### src/rtl/control_sequencer.sv
// Moore control sequencer: fetch (T0-T2), execute (T3-T7) and HALT for a multi-cycle datapath.
// Build option ILLEGAL_TRAP_EN: opcodes 11001-11111 halt and raise a sticky illegal flag.
module control_sequencer (
    input  logic        clock,
    input  logic        clear,
    input  logic [31:0] IR,
    input  logic        mem_ready,
    input  logic        CON_FF,
    output logic        Gra,
    output logic        Grb,
    output logic        Grc,
    output logic        Rin,
    output logic        Rout,
    output logic        BAout,
    output logic        Cout,
    output logic        PCout,
    output logic        PCin,
    output logic        IncPC,
    output logic        IRin,
    output logic        MARin,
    output logic        MDRin,
    output logic        MDRout,
    output logic        CONin,
    output logic        Yin,
    output logic        Zin,
    output logic        Zhighout,
    output logic        Zlowout,
    output logic        HIin,
    output logic        LOin,
    output logic        HIout,
    output logic        LOout,
    output logic        Read,
    output logic        Write,
    output logic [4:0]  ops,
    output logic        run,
    output logic        illegal
);

    typedef enum logic [3:0] {T0, T1, T2, T3, T4, T5, T6, T7, HALT} state_t;
    typedef enum logic [3:0] {
        CL_ALU, CL_IMM, CL_MULDIV, CL_LD, CL_ST, CL_BR, CL_JR,
        CL_MFHI, CL_MFLO, CL_NOP, CL_HALT, CL_ILLEGAL
    } class_t;

    localparam int NCTL       = 25;
    localparam int C_GRA      = 0;
    localparam int C_GRB      = 1;
    localparam int C_GRC      = 2;
    localparam int C_RIN      = 3;
    localparam int C_ROUT     = 4;
    localparam int C_BAOUT    = 5;
    localparam int C_COUT     = 6;
    localparam int C_PCOUT    = 7;
    localparam int C_PCIN     = 8;
    localparam int C_INCPC    = 9;
    localparam int C_IRIN     = 10;
    localparam int C_MARIN    = 11;
    localparam int C_MDRIN    = 12;
    localparam int C_MDROUT   = 13;
    localparam int C_CONIN    = 14;
    localparam int C_YIN      = 15;
    localparam int C_ZIN      = 16;
    localparam int C_ZHIGHOUT = 17;
    localparam int C_ZLOWOUT  = 18;
    localparam int C_HIIN     = 19;
    localparam int C_LOIN     = 20;
    localparam int C_HIOUT    = 21;
    localparam int C_LOOUT    = 22;
    localparam int C_READ     = 23;
    localparam int C_WRITE    = 24;

    function automatic class_t classify(input logic [4:0] op);
        class_t c;
        if (op <= 5'd11) begin
            c = CL_ALU;
        end else if (op <= 5'd14) begin
            c = CL_IMM;
        end else if (op <= 5'd16) begin
            c = CL_MULDIV;
        end else begin
            case (op)
                5'd17:   c = CL_LD;
                5'd18:   c = CL_ST;
                5'd19:   c = CL_BR;
                5'd20:   c = CL_JR;
                5'd21:   c = CL_MFHI;
                5'd22:   c = CL_MFLO;
                5'd23:   c = CL_NOP;
                5'd24:   c = CL_HALT;
                default: c = CL_ILLEGAL;
            endcase
        end
        return c;
    endfunction

    state_t            state_r;
    state_t            next_state_s;
    logic [4:0]        op_r;
    class_t            cls_s;
    class_t            fetch_cls_s;
    logic [NCTL-1:0]   ctl_s;
    logic [NCTL-1:0]   ctl_g_s;
    logic [4:0]        ops_s;
    logic              unused_ir_s;

    // T2 decides from the instruction being loaded; later steps use the latched opcode
    assign fetch_cls_s = classify(IR[31:27]);
    assign cls_s       = classify(op_r);
    assign unused_ir_s = ^IR[26:0];

    // State register and opcode latch
    always_ff @(posedge clock or negedge clear) begin
        if (!clear) begin
            state_r <= T0;
            op_r    <= 5'b00000;
        end else begin
            state_r <= next_state_s;
            if (state_r == T2) begin
                op_r <= IR[31:27];
            end else begin
                op_r <= op_r;
            end
        end
    end

    // Next-state selection
    always_comb begin
        next_state_s = state_r;
        case (state_r)
            T0: next_state_s = T1;
            T1: begin
                if (mem_ready) next_state_s = T2;
                else           next_state_s = T1;
            end
            T2: begin
                case (fetch_cls_s)
                    CL_NOP:     next_state_s = T0;
                    CL_HALT:    next_state_s = HALT;
`ifdef ILLEGAL_TRAP_EN
                    CL_ILLEGAL: next_state_s = HALT;
`else
                    CL_ILLEGAL: next_state_s = T0;
`endif
                    default:    next_state_s = T3;
                endcase
            end
            T3: begin
                if (cls_s == CL_JR || cls_s == CL_MFHI || cls_s == CL_MFLO) next_state_s = T0;
                else                                                         next_state_s = T4;
            end
            T4: next_state_s = T5;
            T5: begin
                if (cls_s == CL_ALU || cls_s == CL_IMM) next_state_s = T0;
                else                                    next_state_s = T6;
            end
            T6: begin
                case (cls_s)
                    CL_LD: begin
                        if (mem_ready) next_state_s = T7;
                        else           next_state_s = T6;
                    end
                    CL_ST:   next_state_s = T7;
                    default: next_state_s = T0;
                endcase
            end
            T7: begin
                if (cls_s == CL_ST && !mem_ready) next_state_s = T7;
                else                              next_state_s = T0;
            end
            HALT:    next_state_s = HALT;
            default: next_state_s = T0;
        endcase
    end

    // Moore strobe decode from state and latched opcode
    always_comb begin
        ctl_s = {NCTL{1'b0}};
        ops_s = 5'b00000;
        case (state_r)
            T0: begin
                ctl_s[C_PCOUT] = 1'b1; ctl_s[C_MARIN] = 1'b1;
                ctl_s[C_INCPC] = 1'b1; ctl_s[C_ZIN]   = 1'b1;
            end
            T1: begin
                ctl_s[C_ZLOWOUT] = 1'b1; ctl_s[C_PCIN]  = 1'b1;
                ctl_s[C_READ]    = 1'b1; ctl_s[C_MDRIN] = 1'b1;
            end
            T2: begin
                ctl_s[C_MDROUT] = 1'b1; ctl_s[C_IRIN] = 1'b1;
            end
            T3: begin
                case (cls_s)
                    CL_ALU, CL_IMM: begin ctl_s[C_GRB] = 1'b1; ctl_s[C_ROUT] = 1'b1;  ctl_s[C_YIN] = 1'b1;   end
                    CL_MULDIV:      begin ctl_s[C_GRA] = 1'b1; ctl_s[C_ROUT] = 1'b1;  ctl_s[C_YIN] = 1'b1;   end
                    CL_LD, CL_ST:   begin ctl_s[C_GRB] = 1'b1; ctl_s[C_BAOUT] = 1'b1; ctl_s[C_YIN] = 1'b1;   end
                    CL_BR:          begin ctl_s[C_GRA] = 1'b1; ctl_s[C_ROUT] = 1'b1;  ctl_s[C_CONIN] = 1'b1; end
                    CL_JR:          begin ctl_s[C_GRA] = 1'b1; ctl_s[C_ROUT] = 1'b1;  ctl_s[C_PCIN] = 1'b1;  end
                    CL_MFHI:        begin ctl_s[C_HIOUT] = 1'b1; ctl_s[C_GRA] = 1'b1; ctl_s[C_RIN] = 1'b1;   end
                    CL_MFLO:        begin ctl_s[C_LOOUT] = 1'b1; ctl_s[C_GRA] = 1'b1; ctl_s[C_RIN] = 1'b1;   end
                    default:        ctl_s = {NCTL{1'b0}};
                endcase
            end
            T4: begin
                case (cls_s)
                    CL_ALU: begin
                        ctl_s[C_GRC] = 1'b1; ctl_s[C_ROUT] = 1'b1; ctl_s[C_ZIN] = 1'b1;
                        ops_s = op_r;
                    end
                    CL_IMM: begin
                        ctl_s[C_COUT] = 1'b1; ctl_s[C_ZIN] = 1'b1;
                        // addi adds, andi/ori map onto the and/or ALU codes
                        case (op_r)
                            5'd13:   ops_s = 5'b00010;
                            5'd14:   ops_s = 5'b00011;
                            default: ops_s = 5'b00000;
                        endcase
                    end
                    CL_MULDIV: begin
                        ctl_s[C_GRB] = 1'b1; ctl_s[C_ROUT] = 1'b1; ctl_s[C_ZIN] = 1'b1;
                        ops_s = op_r;
                    end
                    CL_LD, CL_ST: begin ctl_s[C_COUT] = 1'b1; ctl_s[C_ZIN] = 1'b1; end
                    CL_BR:        begin ctl_s[C_PCOUT] = 1'b1; ctl_s[C_YIN] = 1'b1; end
                    default:      ctl_s = {NCTL{1'b0}};
                endcase
            end
            T5: begin
                case (cls_s)
                    CL_ALU, CL_IMM: begin ctl_s[C_ZLOWOUT] = 1'b1; ctl_s[C_GRA] = 1'b1; ctl_s[C_RIN] = 1'b1; end
                    CL_MULDIV:      begin ctl_s[C_ZLOWOUT] = 1'b1; ctl_s[C_LOIN] = 1'b1;  end
                    CL_LD, CL_ST:   begin ctl_s[C_ZLOWOUT] = 1'b1; ctl_s[C_MARIN] = 1'b1; end
                    CL_BR:          begin ctl_s[C_COUT] = 1'b1; ctl_s[C_ZIN] = 1'b1;      end
                    default:        ctl_s = {NCTL{1'b0}};
                endcase
            end
            T6: begin
                case (cls_s)
                    CL_MULDIV: begin ctl_s[C_ZHIGHOUT] = 1'b1; ctl_s[C_HIIN] = 1'b1; end
                    CL_LD:     begin ctl_s[C_READ] = 1'b1; ctl_s[C_MDRIN] = 1'b1; end
                    CL_ST:     begin ctl_s[C_GRA] = 1'b1; ctl_s[C_ROUT] = 1'b1; ctl_s[C_MDRIN] = 1'b1; end
                    CL_BR: begin
                        if (CON_FF) begin
                            ctl_s[C_ZLOWOUT] = 1'b1; ctl_s[C_PCIN] = 1'b1;
                        end else begin
                            ctl_s[C_PCIN] = 1'b0;
                        end
                    end
                    default: ctl_s = {NCTL{1'b0}};
                endcase
            end
            T7: begin
                case (cls_s)
                    CL_LD:   begin ctl_s[C_MDROUT] = 1'b1; ctl_s[C_GRA] = 1'b1; ctl_s[C_RIN] = 1'b1; end
                    CL_ST:   ctl_s[C_WRITE] = 1'b1;
                    default: ctl_s = {NCTL{1'b0}};
                endcase
            end
            default: ctl_s = {NCTL{1'b0}};
        endcase
    end

    // clear silences every strobe at once, not just at the next edge
    assign ctl_g_s = clear ? ctl_s : {NCTL{1'b0}};
    assign ops     = clear ? ops_s : 5'b00000;
    assign run     = clear & (state_r != HALT);

`ifdef ILLEGAL_TRAP_EN
    logic illegal_r;

    // Sticky flag set by the fetch that traps an undefined opcode
    always_ff @(posedge clock or negedge clear) begin
        if (!clear) begin
            illegal_r <= 1'b0;
        end else if (state_r == T2 && fetch_cls_s == CL_ILLEGAL) begin
            illegal_r <= 1'b1;
        end else begin
            illegal_r <= illegal_r;
        end
    end
    assign illegal = illegal_r;
`else
    assign illegal = 1'b0;
`endif

    assign Gra      = ctl_g_s[C_GRA];
    assign Grb      = ctl_g_s[C_GRB];
    assign Grc      = ctl_g_s[C_GRC];
    assign Rin      = ctl_g_s[C_RIN];
    assign Rout     = ctl_g_s[C_ROUT];
    assign BAout    = ctl_g_s[C_BAOUT];
    assign Cout     = ctl_g_s[C_COUT];
    assign PCout    = ctl_g_s[C_PCOUT];
    assign PCin     = ctl_g_s[C_PCIN];
    assign IncPC    = ctl_g_s[C_INCPC];
    assign IRin     = ctl_g_s[C_IRIN];
    assign MARin    = ctl_g_s[C_MARIN];
    assign MDRin    = ctl_g_s[C_MDRIN];
    assign MDRout   = ctl_g_s[C_MDROUT];
    assign CONin    = ctl_g_s[C_CONIN];
    assign Yin      = ctl_g_s[C_YIN];
    assign Zin      = ctl_g_s[C_ZIN];
    assign Zhighout = ctl_g_s[C_ZHIGHOUT];
    assign Zlowout  = ctl_g_s[C_ZLOWOUT];
    assign HIin     = ctl_g_s[C_HIIN];
    assign LOin     = ctl_g_s[C_LOIN];
    assign HIout    = ctl_g_s[C_HIOUT];
    assign LOout    = ctl_g_s[C_LOOUT];
    assign Read     = ctl_g_s[C_READ];
    assign Write    = ctl_g_s[C_WRITE];

endmodule

### config.mk
export PLATFORM = sky130hd
export DESIGN_NAME = control_sequencer
export DESIGN_NICKNAME = d
export VERILOG_FILES = /design/src/rtl/control_sequencer.sv
export SDC_FILE = /design/constraint.sdc
export NUM_CORES = 1
export LEC_CHECK = 0
export BUFFER_PORTS_ARGS = -buffer_cell sky130_fd_sc_hd__clkbuf_2
export CORE_MARGIN = 10
export CORE_UTILIZATION = 48
export CTS_CLUSTER_DIAMETER = 30
export DETAILED_ROUTE_END_ITERATION = 12
export PLACE_DENSITY = 0.86
export SYNTH_ARGS = -nofsm -noshare
export SYNTH_HDL_FRONTEND = slang
export SYNTH_SLANG_ARGS = --single-unit
### constraint.sdc
create_clock -name clock -period 6.81 [get_ports clock]
set_clock_uncertainty 0.2 [all_clocks]
set_input_delay 1.362 -clock clock [delete_from_list [all_inputs] [get_ports clock]]
set_output_delay 1.362 -clock clock [all_outputs]
set_load 0.02 [all_outputs]
### After elaboration in Yosys (flattened, before gate mapping)

Memories as Yosys holds them, arrays and structs flattened.
Cells that the tools add are included.

| word-level totals | value |
|---|---|
| bits of input ports | 36 |
| ROM bits | 256 |
| memories kept | 2 |
| word-level logic and storage cells | 103 |
| output and inout port bits | 32 |
| register bits | 9 |

| operators by class | value |
|---|---|
| reductions and logical operators | 17 |
| bitwise logic cells | 1 |
| equal/unequal tests | 22 |
| mux-type cells | 53 |
| $lt $le $gt $ge | 6 |

Memory list:

| name | depth | bits a word | rd ports | clocked after Yosys merged registers in | wr ports | line | RTL |
|---|---|---|---|---|---|---|---|
| (no name shown) | 32 | 4 | 1 | 0 | 0 | 81 | `case (op)` |
| (no name shown) | 32 | 4 | 1 | 0 | 0 | 81 |  |

Operators with widths:

| cell | number |
|---|---|
| one-hot mux 4 bit (9 select lines) | 1 |
| one-hot mux 7 bit (5 select lines) | 1 |
| equality test 4 x 3 -> 1 bit, second input constant | 8 |
| two-way mux 25 bit | 1 |
| two-way mux 1 bit | 24 |
| two-way mux 4 bit | 6 |
| equality test 4 bit, second input constant | 5 |
| <= comparator 5 x 4 -> 1 bit, second input constant | 4 |
| equality test 4 x 2 -> 1 bit, second input constant | 4 |
| one-hot mux 4 bit (2 select lines) | 2 |
| OR reduction 5 bit | 3 |
| one-hot mux 4 bit (3 select lines) | 1 |
| equality test 5 x 4 -> 1 bit, second input constant | 2 |
| <= comparator 5 bit, second input constant | 2 |
| two-way mux 5 bit | 2 |
| one-hot mux 1 bit (2 select lines) | 5 |
| one-hot mux 5 bit (2 select lines) | 1 |
| OR reduction 2 bit | 5 |
| two-way mux 3 bit | 3 |
| one-hot mux 1 bit (3 select lines) | 3 |
| equality test 4 x 1 -> 1 bit, second input constant | 2 |
| logical NOT 4 bit | 2 |
| one-hot mux 2 bit (2 select lines) | 2 |
| != test 4 bit, second input constant | 1 |
| 7 further kinds | 9 |

### Depth between registers and ports, before layout

Gate-level depths: netlist of run 1.

| logic depth | value |
|---|---|
| depth after elaboration | 9 |
| mapped depth | 9 |

### Least setup slack after synthesis of run 1

Ideal clock, no wire load.

| timing path | value |
|---|---|
| path type | input to output |
| start | in clear |
| end | out HIin |
| slack | 2690 ps |
| arrival time | 2558 ps |
| required time | 5248 ps |
| buffers on the path | 1 |
| stages | 3 |
| path through | clkbuf_1 -> clkinv_1 -> nor4_1 |

| on the way | value |
|---|---|
| longest elaborated chain between the ends | 1 |

RTL lines:

| element | line | RTL |
|---|---|---|
| start: declaration | 5 | `input logic clear,` |
| two-way mux 25 bit | 263 | `assign ctl_g_s = clear ? ctl_s : {NCTL{1'b0}};` |
| end: declaration | 28 | `output logic HIin,` |

No other way between the ends.

### Worst setup path after layout of run 1

| timing path | value |
|---|---|
| start | reg op_r[1] |
| end | out Cout |

| on the way | value |
|---|---|
| longest elaborated chain between the ends | 9 |

RTL lines:

| element | line | RTL |
|---|---|---|
| start: declaration | 98 | `logic [4:0] op_r;` |
| start signal: assignment | 119 | `op_r <= IR[31:27];` |
| start signal: assignment | 121 | `op_r <= op_r;` |
| memory read (32 x 4 bit) or <= comparator 5 bit (tied branches) | - |  |
| two-way mux 4 bit | 78 | `end else if (op <= 5'd16) begin` |
| two-way mux 4 bit | 76 | `end else if (op <= 5'd14) begin` |
| two-way mux 4 bit (*) | 74 | `if (op <= 5'd11) begin` |
| equality test 4 x 1 -> 1 bit, or another cell as far along | 204 | `case (cls_s)` |
| OR reduction 3 bit (no source line) | - |  |
| two-way mux 1 bit | 204 |  |
| one-hot mux 7 bit (5 select lines) (*) | 179 | `case (state_r)` |
| two-way mux 25 bit (*) | 263 |  |
| end: declaration | 15 | `output logic Cout,` |

Every way passes the cells marked *; elsewhere a longest branch is shown, timed or not.

==> run summary, run 1 <==
Reg-to-Reg Start: op_r[1]$_DFFE_PN0P_
Worst path max stage delay: 700 ps
FF+latch count, synth: 9
Worst-case clock buffer depth: 2
Global-route wire length before repair: 8231 um
Die ar.: 0.005839 sq mm
Leakage: 0.7399 nW
WL final: 4887 um
Seq/Total Area, Yosys: 14.74%
CTS buffer count: 3
Endpoints failing setup: 0
DRT iter0 DRCs: 370
Total GRT Usage: 16.09%
CTS tree: built
GP Congestion: 1.006
First-pass iteration count of the detailed router: 6
Antenna diode count: 0
GRT met1 Usage: 20.63%
Post-Syn Nets: 263
Endpoint class of the critical path: output pin
HP Start: state_r[3]$_DFF_PN0_
Max Clk Rate: 211.9 MHz
Routed via count: 1,943
Hold Path Class: flip-flop to flip-flop
Grt ovf: 0
Register area: 225.2 sq um
Syn avg cell area: 6.913 sq um
Worst relative slew slack: 51.13%
Final Cell Area: 0.001749 sq mm
Clock-pin slew on the worst setup and hold paths: 60 ps
Port bufs: 39
H-tree levels: 1
Post-CTS setup repair buffer count: 0
Average wire per cell in the routed design: 16.40 um
CTS root buf: clkbuf_4
Layout area overhead: 14.50%
Startpoint Class: flip-flop
Post-Synthesis Cell Area: 0.001528 sq mm
Crit path from: op_r[1]$_DFFE_PN0P_
CP Class: flip-flop to output pin
Ys flop type: dfrtp_1
Initial core utilization: 50.04%
Die Ht: 76.42 um
Worst path buffer plus inverter count: 2
Worst reg2reg setup slack: 3830 ps
RSZ-0062 raised after global routing: no
Outcome: finished, final reports clean
Die Wd: 76.42 um
Ports: 68
CTS hold repair buffers: 0
Syn. warnings: 0
Fin crit period: 4719 ps
Vias in the first global route: 1,708
Slowest cell on crit path: dfrtp_1
# Max-Cap Violations: 0
GRT Max-Usage Layer: met2
Drc violations: 0
Final TNS setup: 0 ps
VDD IR max: 0.2267 mV
Initial antenna violation count: 0
HPWL after detailed placement: 3761 um
Worst-margin pin slew: 721.6 ps
Max FO, Critical Path: 20
Grt met2 use: 25.26%
CTS resizes: 0
Tcrit/Tclk final: 69.29%
Critical Path AT: 3160 ps
Critical path cell sequence: inv_1, ha_1, or4_4, and3_1, nor3_1, a22oi_1, o22ai_1, clkbuf_2
Fillers: 303
Area of the multi-input gates: 0.001210 sq mm
Count of unique library cells instantiated by Yosys: 62
Slew Limit Fails: 0
Required time worst endpoint: 5250 ps
Post-synth EDFFs: 0
Final Hold Vio Count: 0
P per Cell Area: 420.4 mW/mm^2
Synth Instances: 221
Synth async-reset ratio: 100.0%
Delay-heaviest family, CP: simple AND/OR/NAND/NOR gates
Post-route ant nets: 0
Pin count of the biggest net entering global routing: 21
Share of cells above drive strength 1: 20.47%
# clock sinks: 9
Core Rows: 20
Clock Latency Late Sink: 270 ps
Met3 Use GR: 3.656%
Cell area after placement: 0.001723 sq mm
Vias per cell: 6.520
Final nets: 297
Placeable Area: 0.003053 sq mm
cell type report:
| type | count | area share [%] |
|---|---|---|
| sequential | 9 | 12.88 |
| inverter | 10 | 2.146 |
| clock buffer | 4 | 1.502 |
| tap | 44 | 3.147 |
| timing repair buffer | 39 | 11.16 |
| multi-input combinational | 192 | 69.17 |
routing by layer:
layer	up-vias	routed length [um]
li1	912	-
met1	874	2139
met2	140	2120
met3	17	522
met4	0	104
met5	-	0
registers in the layout, indices dropped and copies added (netlist names):
| signal | cells |
|---|---|
| op_r | 5 |
| state_r | 4 |
cell families (layout without fill, tap and decap cells):
group	Yosys count	count (layout)	synth area share (%)
adders and majority gates	6	6	4.914
DFF	9	9	14.74
muxes	1	1	0.6552
xor gates and xnor gates	1	1	0.5734
buffers and inverters	20	53	6.060
and+or+nand+nor	115	115	41.03
AOI/OAI and AO/OA	68	68	31.78
other	1	1	0.2455
final timing paths:
check	to	cells after the start
worst min register to register	state_r[0]$_DFF_PN0_	1
max in group asynchronous	state_r[0]$_DFF_PN0_	1
worst max-delay path	Cout	8
worst min-delay path	state_r[0]$_DFF_PN0_	1
worst max register to register	state_r[2]$_DFF_PN0_	7
min in group asynchronous	op_r[4]$_DFFE_PN0P_	1
layout by cell type (no fill, tap or decap), types with 3 or more instances in the layout:
| cell type | Yosys | layout |
|---|---|---|
| a21oi_1 | 6 | 6 |
| nand4_1 | 3 | 3 |
| and2_1 | 4 | 4 |
| nand2b_1 | 6 | 6 |
| inv_1 | 9 | 9 |
| nor2b_1 | 11 | 11 |
| nor4_1 | 5 | 5 |
| nand4b_1 | 3 | 3 |
| clkbuf_2 | 0 | 39 |
| o21ai_0 | 15 | 15 |
| nor2_1 | 18 | 18 |
| dfrtp_1 | 9 | 9 |
| clkbuf_4 | 0 | 3 |
| ha_1 | 6 | 6 |
| or3_1 | 3 | 3 |
| o211ai_1 | 6 | 6 |
| nand2_1 | 24 | 24 |
| a31oi_1 | 6 | 6 |
| nand3_1 | 11 | 11 |
| and3_1 | 5 | 5 |
| or2_2 | 3 | 3 |
| nor3_1 | 9 | 9 |
metrics by stage:
step	setup slack (ps)	utilization, %	hold WS (ps)	std cells	power, mW
after floorplan	2690	-	365.8	221	0.5529
after global placement	2492	56.43	421.2	294	0.6635
after detailed placement	2456	56.43	438.9	294	0.6739
after CTS	2171	57.30	454.3	298	0.7184
after global routing	1864	57.30	505.5	298	0.7989
final	2091	57.30	455.0	298	0.7354
synth_stat cells (all sizes together) (3+ instances only):
| cell type | n | area share [%] |
|---|---|---|
| a31oi | 6 | 2.5 |
| nor2b | 11 | 4.5 |
| buf | 7 | 2.9 |
| nand2 | 24 | 5.9 |
| dfrtp | 9 | 15 |
| o211ai | 6 | 2.9 |
| nand3 | 11 | 3.6 |
| clkbuf | 3 | 0.74 |
| inv | 9 | 2.2 |
| and2 | 4 | 1.6 |
| nor3 | 9 | 2.9 |
| or4 | 3 | 1.7 |
| nor4 | 6 | 2.9 |
| nand2b | 6 | 2.5 |
| o21ai | 15 | 4.9 |
| a21oi | 7 | 2.5 |
| and3 | 5 | 2.0 |
| nor2 | 18 | 4.4 |
| or2 | 3 | 1.2 |
| nand4b | 3 | 1.7 |
| or3 | 3 | 1.2 |
| nand4 | 3 | 1.2 |
| ha | 6 | 4.9 |
power by group:
part,internal (mW),switching [mW]
clock,0.0226,0.0190
sequential,0.0751,0.0774
combinational,0.192,0.349
total,0.290,0.446
Power figures use the tool's default switching activity.
==> run 2: changes to the inputs <==
Clock period 6.81 ns to 4.4 ns, I/O delays scaled along.
==> run summary, run 2 (same netlist as run 1, synthesis figures left out) <==
Outcome: finished, final reports clean
Worst-case clock buffer depth: 2
Largest regs: op_r x5, state_r x4
Fin util: 57.79%
Critical Path AT: 3010 ps
Max Clk Rate: 244.3 MHz
Top reg by flops: op_r
Slew Limit Fails: 0
Startpoint Class: flip-flop
Max reg flops: 5
Worst reg2reg setup slack: 1570 ps
Reg-to-Reg Start: op_r[2]$_DFFE_PN0P_
Die ar.: 0.005839 sq mm
Antenna diode count: 0
Port bufs: 39
Average wire per cell in the routed design: 16.37 um
Fin crit period: 4093 ps
CTS hold repair buffers: 0
Worst Slack Setup Final: 307.5 ps
GP Congestion: 1.003
Area of the multi-input gates: 0.001210 sq mm
Crit path from: op_r[2]$_DFFE_PN0P_
Most frequent cells in the layout: clkbuf_2 (39), nand2_1 (24), nor2_1 (18)
Endpoints failing setup: 0
P per Cell Area: 654.5 mW/mm^2
Clock-pin slew on the worst setup and hold paths: 60 ps
Reg2reg end: state_r[2]$_DFF_PN0_
# clock sinks: 9
HPWL after detailed placement: 3849 um
Final Hold Vio Count: 0
Die Ht: 76.42 um
Post-CTS setup repair buffer count: 0
Post-route ant nets: 0
CTS buffer count: 3
# Max-Cap Violations: 0
CP endpoint: Cout
RSZ-0062 raised after global routing: no
Tcrit/Tclk final: 93.01%
Final TNS setup: 0 ps
Setup WS pre-CTS: 643.7 ps
Routed via count: 1,942
DRT iter0 DRCs: 420
CTS resizes: 0
Commonest non-fill, non-tap cell in the layout: clkbuf_2
WL final: 4912 um
Fillers: 312
Die Wd: 76.42 um
Ports: 68
Leakage: 0.7493 nW
Pin count of the biggest net entering global routing: 20
Worst-margin pin slew: 747.3 ps
Initial antenna violation count: 0
First-pass iteration count of the detailed router: 5
CTS tree: built
FF-to-FF path depth: 7
Placed Cells: 296
Hold Path Class: input pin to async pin
Max FO, Critical Path: 14
Worst relative slew slack: 49.39%
Grt ovf: 0
Layout area overhead: 15.48%
Total GRT Usage: 15.67%
Placeable Area: 0.003053 sq mm
Clock Latency Late Sink: 260 ps
Share of cells above drive strength 1: 21.09%
Global-route wire length before repair: 8093 um
CTS root buf: clkbuf_4
Vias in the first global route: 1,692
CP Class: flip-flop to output pin
Fin cells: 300
WHS: 317.0 ps
Core Rows: 20
VDD IR max: 0.3980 mV
Vias per cell: 6.473
Endpoint class of the critical path: output pin
Register area: 225.2 sq um
Initial core utilization: 50.04%
Final nets: 299
Required time worst endpoint: 3320 ps
Drc violations: 0
H-tree levels: 1
[run 2: cell count changes in the layout (fill, tap and decap cells not counted)]
cell / delta
buf_4: +2
[run 2: worst min-delay path by stage]
stage	end	cells past startpoint	start	slack, ps
after floorplan	state_r[0]$_DFF_PN0_	1	state_r[3]$_DFF_PN0_	370
after global placement	op_r[1]$_DFFE_PN0P_	2	op_r[1]$_DFFE_PN0P_	360
after detailed placement	op_r[1]$_DFFE_PN0P_	2	op_r[1]$_DFFE_PN0P_	370
after CTS	state_r[3]$_DFF_PN0_	1	clear	320
after global routing	state_r[3]$_DFF_PN0_	1	clear	330
final	state_r[3]$_DFF_PN0_	1	clear	320
[run 2: per-stage QoR]
stage	power (mW)	cell area, sq um
3_5_place_dp	1.062	1738
4_1_cts	1.129	1764
5_1_grt	1.251	1764
3_3_place_gp	1.042	1738
6_report	1.155	1764
2_1_floorplan	0.8557	1528
[run 2: cell type report]
cell class | count | share of cell area (%)
multi-input combinational | 192 | 68.58
sequential | 9 | 12.77
timing repair buffer | 41 | 11.91
tap | 44 | 3.121
inverter | 10 | 2.128
clock buffer | 4 | 1.489
[run 2: routing by layer]
layer / vias up / track usage, % / part of all wire (%)
met3: 9 / 4.009 / 11
met2: 130 / 25.00 / 45
met1: 892 / 20.19 / 43
met5: - / 0 / 0
met4: 0 / 4.275 / 1.4
li1: 911 / - / -
[run 2: power breakdown]
group	total, mW	switching (mW)	internal, mW	leakage [nW]
clock	0.0646	0.0296	0.0350	0.0150
sequential	0.215	0.0980	0.117	0.113
combinational	0.876	0.564	0.311	0.622
total	1.15	0.692	0.463	0.749
[run 2: critical path, stage by stage (launching register included)]
cell and delay (ps):
dfrtp_1 580, inv_1 170, ha_1 300, or4_4 550, and3_1 220, nor3_1 410
a22oi_1 130, o22ai_1 180, clkbuf_2 220
